[src/rtl/pc_stage_chain_pkg.sv]
// Shared default constants for the program-counter stage chain.
package pc_stage_chain_pkg;

   localparam int unsigned             PC_WIDTH    = 32;
   localparam logic [PC_WIDTH-1:0]     PC_RESET    = '0;
   localparam int unsigned             PIPE_STAGES = 4;

endpackage

[src/rtl/pc_stage_chain_stage.sv]
// One pipeline register of the PC chain: a pc field plus valid bit with
// reset, flush, hold and bubble handling in fixed priority order.
module pc_stage
   import pc_stage_chain_pkg::*;
#(
   parameter int unsigned           WIDTH    = PC_WIDTH,
   parameter logic [WIDTH-1:0]      RESET_PC = WIDTH'(PC_RESET)
) (
   input  logic             clk,
   input  logic             rst,
   input  logic             flush,
   input  logic             hold,
   input  logic             bubble,
   input  logic [WIDTH-1:0] d_pc,
   input  logic             d_valid,
   output logic [WIDTH-1:0] pc,
   output logic             valid
);

   // Flush and bubble clear valid but keep pc visible for debug.
   always_ff @(posedge clk) begin
      if (rst) begin
         pc    <= RESET_PC;
         valid <= 1'b0;
      end else if (flush) begin
         valid <= 1'b0;
      end else if (hold) begin
         pc    <= pc;
         valid <= valid;
      end else if (bubble) begin
         valid <= 1'b0;
      end else begin
         pc    <= d_pc;
         valid <= d_valid;
      end
   end

endmodule

[src/rtl/pc_stage_chain.sv]
// Multi-stage PC carrier: moves pc/valid through STAGES registers with
// per-stage stall and flush; stalls propagate upstream.
module pc_stage_chain
   import pc_stage_chain_pkg::*;
#(
   parameter int unsigned           WIDTH    = PC_WIDTH,
   parameter int unsigned           STAGES   = PIPE_STAGES,
   parameter logic [WIDTH-1:0]      RESET_PC = WIDTH'(PC_RESET)
) (
   input  logic                      clk,
   input  logic                      rst,
   input  logic [WIDTH-1:0]          in_pc,
   input  logic                      in_valid,
   input  logic [STAGES-1:0]         stall,
   input  logic [STAGES-1:0]         flush,
   output logic [STAGES*WIDTH-1:0]   out_pc,
   output logic [STAGES-1:0]         out_valid,
   output logic                      stall_up
);

   logic [STAGES-1:0] hold;
   logic [WIDTH-1:0]  pc_q [STAGES];
   logic [STAGES-1:0] valid_q;

   for (genvar i = 0; i < STAGES; i++) begin : g_stage
      logic [WIDTH-1:0] d_pc;
      logic             d_valid;
      logic             bubble;

      // The recursive hold chain flattens to "any stall at or downstream".
      assign hold[i] = |stall[STAGES-1:i];

      if (i == 0) begin : g_head
         assign d_pc    = in_pc;
         assign d_valid = in_valid;
         assign bubble  = 1'b0;
      end else begin : g_body
         assign d_pc    = pc_q[i-1];
         assign d_valid = valid_q[i-1];
         assign bubble  = hold[i-1] & ~hold[i];
      end

      pc_stage #(
         .WIDTH    (WIDTH),
         .RESET_PC (RESET_PC)
      ) u_stage (
         .clk     (clk),
         .rst     (rst),
         .flush   (flush[i]),
         .hold    (hold[i]),
         .bubble  (bubble),
         .d_pc    (d_pc),
         .d_valid (d_valid),
         .pc      (pc_q[i]),
         .valid   (valid_q[i])
      );

      assign out_pc[i*WIDTH +: WIDTH] = pc_q[i];
   end

   assign out_valid = valid_q;
   assign stall_up  = hold[0];

endmodule

[config.mk]
export PLATFORM = sky130hd
export DESIGN_NAME = pc_stage_chain
export DESIGN_NICKNAME = d
export VERILOG_FILES = /design/src/rtl/pc_stage_chain_pkg.sv /design/src/rtl/pc_stage_chain_stage.sv /design/src/rtl/pc_stage_chain.sv
export SDC_FILE = /design/constraint.sdc
export NUM_CORES = 1
export LEC_CHECK = 0
export BUFFER_PORTS_ARGS = -buffer_cell sky130_fd_sc_hd__buf_2
export CORE_MARGIN = 5
export CORE_UTILIZATION = 52
export CTS_CLUSTER_DIAMETER = 60
export DETAILED_ROUTE_END_ITERATION = 10
export PLACE_DENSITY = 0.88
export SYNTH_ARGS = -nofsm -noshare
export SYNTH_HDL_FRONTEND = slang
export SYNTH_SLANG_ARGS = --single-unit
[constraint.sdc]
create_clock -name clk -period 4.6 [get_ports clk]
set_input_delay 1.15 -clock clk [delete_from_list [all_inputs] [get_ports clk]]
set_output_delay 1.15 -clock clk [all_outputs]
set_load 0.02 [all_outputs]
# --- Word-level counts from Yosys, hierarchy flattened ---
# Cells that the tools add are included.
totals:
  output_inout_bits: 133
  ff_bits: 132
  input_bits: 43
  word_cells: 36
op_classes:
  reduce_logical: 11
  muxes: 3
  bitwise: 14
op_table:
  columns: ["op", "n"]
  rows:
  - ["$not 1->1", 11]
  - ["$reduce_or 2->1", 5]
  - ["$reduce_and 3->1", 3]
  - ["$reduce_or 4->1", 1]
  - ["$and 1x1->1", 3]
  - ["$mux 1", 3]
  - ["$reduce_or 3->1", 1]
  - ["$reduce_and 2->1", 1]

# --- Logic depth before layout (Yosys ltp) ---
logic_depth:
  ltp_word: 5
  depth_mapped: 6
  mapped_depth_nobuf: 3

# --- Hierarchy ---
# Synthesis repeated with hierarchy kept, for this count alone.
hier_totals:
  hier_cells: 638
  area_unflattened_um2: 6228.5
modules_own_cells:
  columns: ["mod", "n_inst", "cells_each", "area_per_inst_um2", "seq_area_each_um2"]
  rows:
  - ["pc_stage", 4, 157, 1539.0, 660.6]
  - ["pc_stage_chain", 1, 10, 72.6, 0.0]

# --- Worst setup path before layout ---
# Ideal clock, no wire load.
synth_path:
  path_type: "in2out"
  startpoint: "input stall[2]"
  endpoint: "output stall_up"
  cell_stages: 3
  n_path_buf: 2
  arrival_ps: 1958
  t_required_ps: 3450
  path_slack_ps: 1492
  path_cell_list: "buf_2 -> or4_4 -> buf_6"
synth_via:
  elab_chain_len: 1
synth_lines:
  columns: ["element", "line_no", "rtl"]
  rows:
  - ["start: declaration", "pc_stage_chain.sv:14", "input logic [STAGES-1:0] stall,"]
  - ["$reduce_or 4->1", "pc_stage_chain.sv:31", "assign hold[i] = |stall[STAGES-1:i];"]
  - ["end: declaration", "pc_stage_chain.sv:18", "output logic stall_up"]
# No other way between the ends.

# --- Worst setup path in the final report ---
layout_path:
  startpoint: "input stall[3]"
  endpoint: "output stall_up"
# Same word-level chain as after synthesis.

==> flow_summary.ini <==
[power]
p_leak_nw = 2.77
ir_drop_v = 0.000193
power.density_nw_per_um2 = 405

[clocking]
cts.sinks = 132
numCtsBuffers = 17
cts_resized = 0
cts_root_buf = clkbuf_8
ctsHtreeMaxLevel = 4
cts_tree = done
hold_buffers = 0
postCtsSetupBuffers = 0
path_clk_slew_ns = 0.06
clk_latency_ns = 0.51
clockBufferDepth = 2

[placed_design]
dpl_cell_area_um2 = 5930
portBuffers = 175
gp_congestion = 0.792
dp_hpwl_mm = 8.92

[sta]
finalClockSkew_ns = 0.00790
hold_ws_ns = 0.449
tightest_slew_ns = 1.17
hold_viol_final = 0
slew_headroom_pct = 21.8
period_needed_ns = 3.29
slew_viol_final = 0
rsz0062_at_grt = false
setup_tns_ns = 0
period_share_pct = 71.5
max_freq_mhz = 304
setup_viol = 0

[worst_setup_path]
endpoint_kind = primary output
path_common_cell = buf_2
critPathArrivalTime_ns = 2.14
crit_fanout = 10
critPathSlowestCell = or4_4
cp.required_ns = 3.45
crit_type = primary input to primary output
slowest_delay_ns = 0.63
crit_chain = buf_2 > or4_4 > buf_2
start_kind = primary input

[synth]
ys_warn_count = 0
synth_ff_type = dfxtp_1
synth-seq-cells = 132
synth_top_area_share_pct = 51.4
synth_cell_types = 21
synthArstFlopShare_pct = 0
synth.avg_cell_area_um2 = 9.39
seq_area_frac_synth_pct = 51.4
yosys.area.top_type = dfxtp_1
synth_most_common_cell = dfxtp_1
syn-num-nets = 591
synth_edf_count = 0
synth_cells = 548
synth.cells.most_frequent = dfxtp_1, nand2_1, nand2b_1
synth.area.top_cells = dfxtp_1, mux2i_1, nand2b_1
syn-cell-area_um2 = 5140

[global_routing]
grt_pass1_vias = 4181
grt_max_degree = 111
antenna_found_initial = 0
grt_pass1_wl_mm = 20.4
grt_use_total_pct = 21.8
gr-total-overflow = 0

[status]
status = complete, no violations

[floorplanning]
die_area_um2 = 12000
ios = 176
rows = 36
die_y_um = 109
initial_core_util_pct = 52.9
die_x_um = 109
design.core.area_um2 = 9730

[drt]
drt-met1-wl_mm = 5.13
totalWireLength_mm = 12.8
met2_length_mm = 6.42
first_iter_violations = 160
routedWlPerCell_um = 15.1
viasPerCell = 4.91
drt_pre_antenna_iters = 4
wl_met3_um = 888
ant_nets = 0
highest_layer = met4
drc = 0
vias = 4159

[job]
maxCapViolCount = 0

[cells_and_area]
final_area_um2 = 6550
syn_to_final_growth_pct = 27.4
fillers = 778
antenna_cells = 0
nets = 744
postLayoutCoreUtil_pct = 67.4
drive_gt1_share_pct = 30.4

[worst_hold_path]
hold_class = flip-flop to flip-flop
-- layout make-up --
cell class	count	area, um2	area share, %
repair buffers	179	908	13.9
clock buffers	18	428	6.53
multi-input cells	371	2210	33.7
flip-flops and latches	132	2640	40.3
well taps	133	166	2.54
clock inverters	14	198	3.02
-- flip-flops by register name, summed over array words and instances, names as in the netlist --
register and cells:
g_stage.u_stage.valid 4, g_stage.u_stage.pc 128
-- layout by cell type, fill, tap and decap left out, drive strengths merged --
cell      Yosys  routed
a211oi        1       1
a21oi        65      65
buf          16     179
bufinv        0       4
clkbuf       29      18
clkinv        0       3
clkinvlp      0       2
dfxtp       132     132
inv           0       5
mux2i        66      66
nand2       128     128
nand2b       96      96
nor2          2       2
nor2b         1       1
nor3          5       5
nor3b         1       1
nor4          1       1
o21ai         1       1
or3           1       1
or4           2       2
or4b          1       1
-- critical path, delay by kind of cell --
family,cells,cell delay (ns)
AND/OR/NAND/NOR,1,0.63
buffers and inverters,2,0.35
-- metrics by stage --
step	total power [mW]	std cells	setup slack [ns]
floorplan	1.24	548	1.49
global placement	1.27	815	1.31
detailed placement	1.27	815	1.31
CTS	2.67	847	1.31
global route	2.74	847	1.29
finish	2.66	847	1.31
-- logic make-up (layout without fill, tap and decap cells) --
logic type / after synthesis / after routing / synth area share, %
simple gates: 238 / 238 / 23.4
flops: 132 / 132 / 51.4
buf+inv: 45 / 211 / 5.86
compound gates: 67 / 67 / 6.57
mux: 66 / 66 / 12.8
-- path summary, 6_finish.rpt --
check | start | end | slack, ns | cells past startpoint
worst min-delay path | g_stage[3].u_stage.pc[13] | g_stage[3].u_stage.pc[13] | 0.45 | 2
worst min register to register | g_stage[3].u_stage.pc[13] | g_stage[3].u_stage.pc[13] | 0.45 | 2
worst max register to register | g_stage[1].u_stage.valid | g_stage[2].u_stage.valid | 3.30 | 2
worst max-delay path | stall[3] | stall_up | 1.31 | 3
-- metal layers --
layer  vias to the layer above  track usage, %
met2                       147            38.1
met3                        25            5.52
met1                      1909            24.9
li1                       2078               -
met5                         -               0
met4                         0            9.71
-- report_power, final --
| group | total [mW] | switching, mW | internal [mW] |
|---|---|---|---|
| Clock | 1.41 | 0.508 | 0.902 |
| Combinational | 0.0966 | 0.0567 | 0.0399 |
| Sequential | 1.15 | 0.00218 | 1.15 |
(Power assumes the default switching activity.)
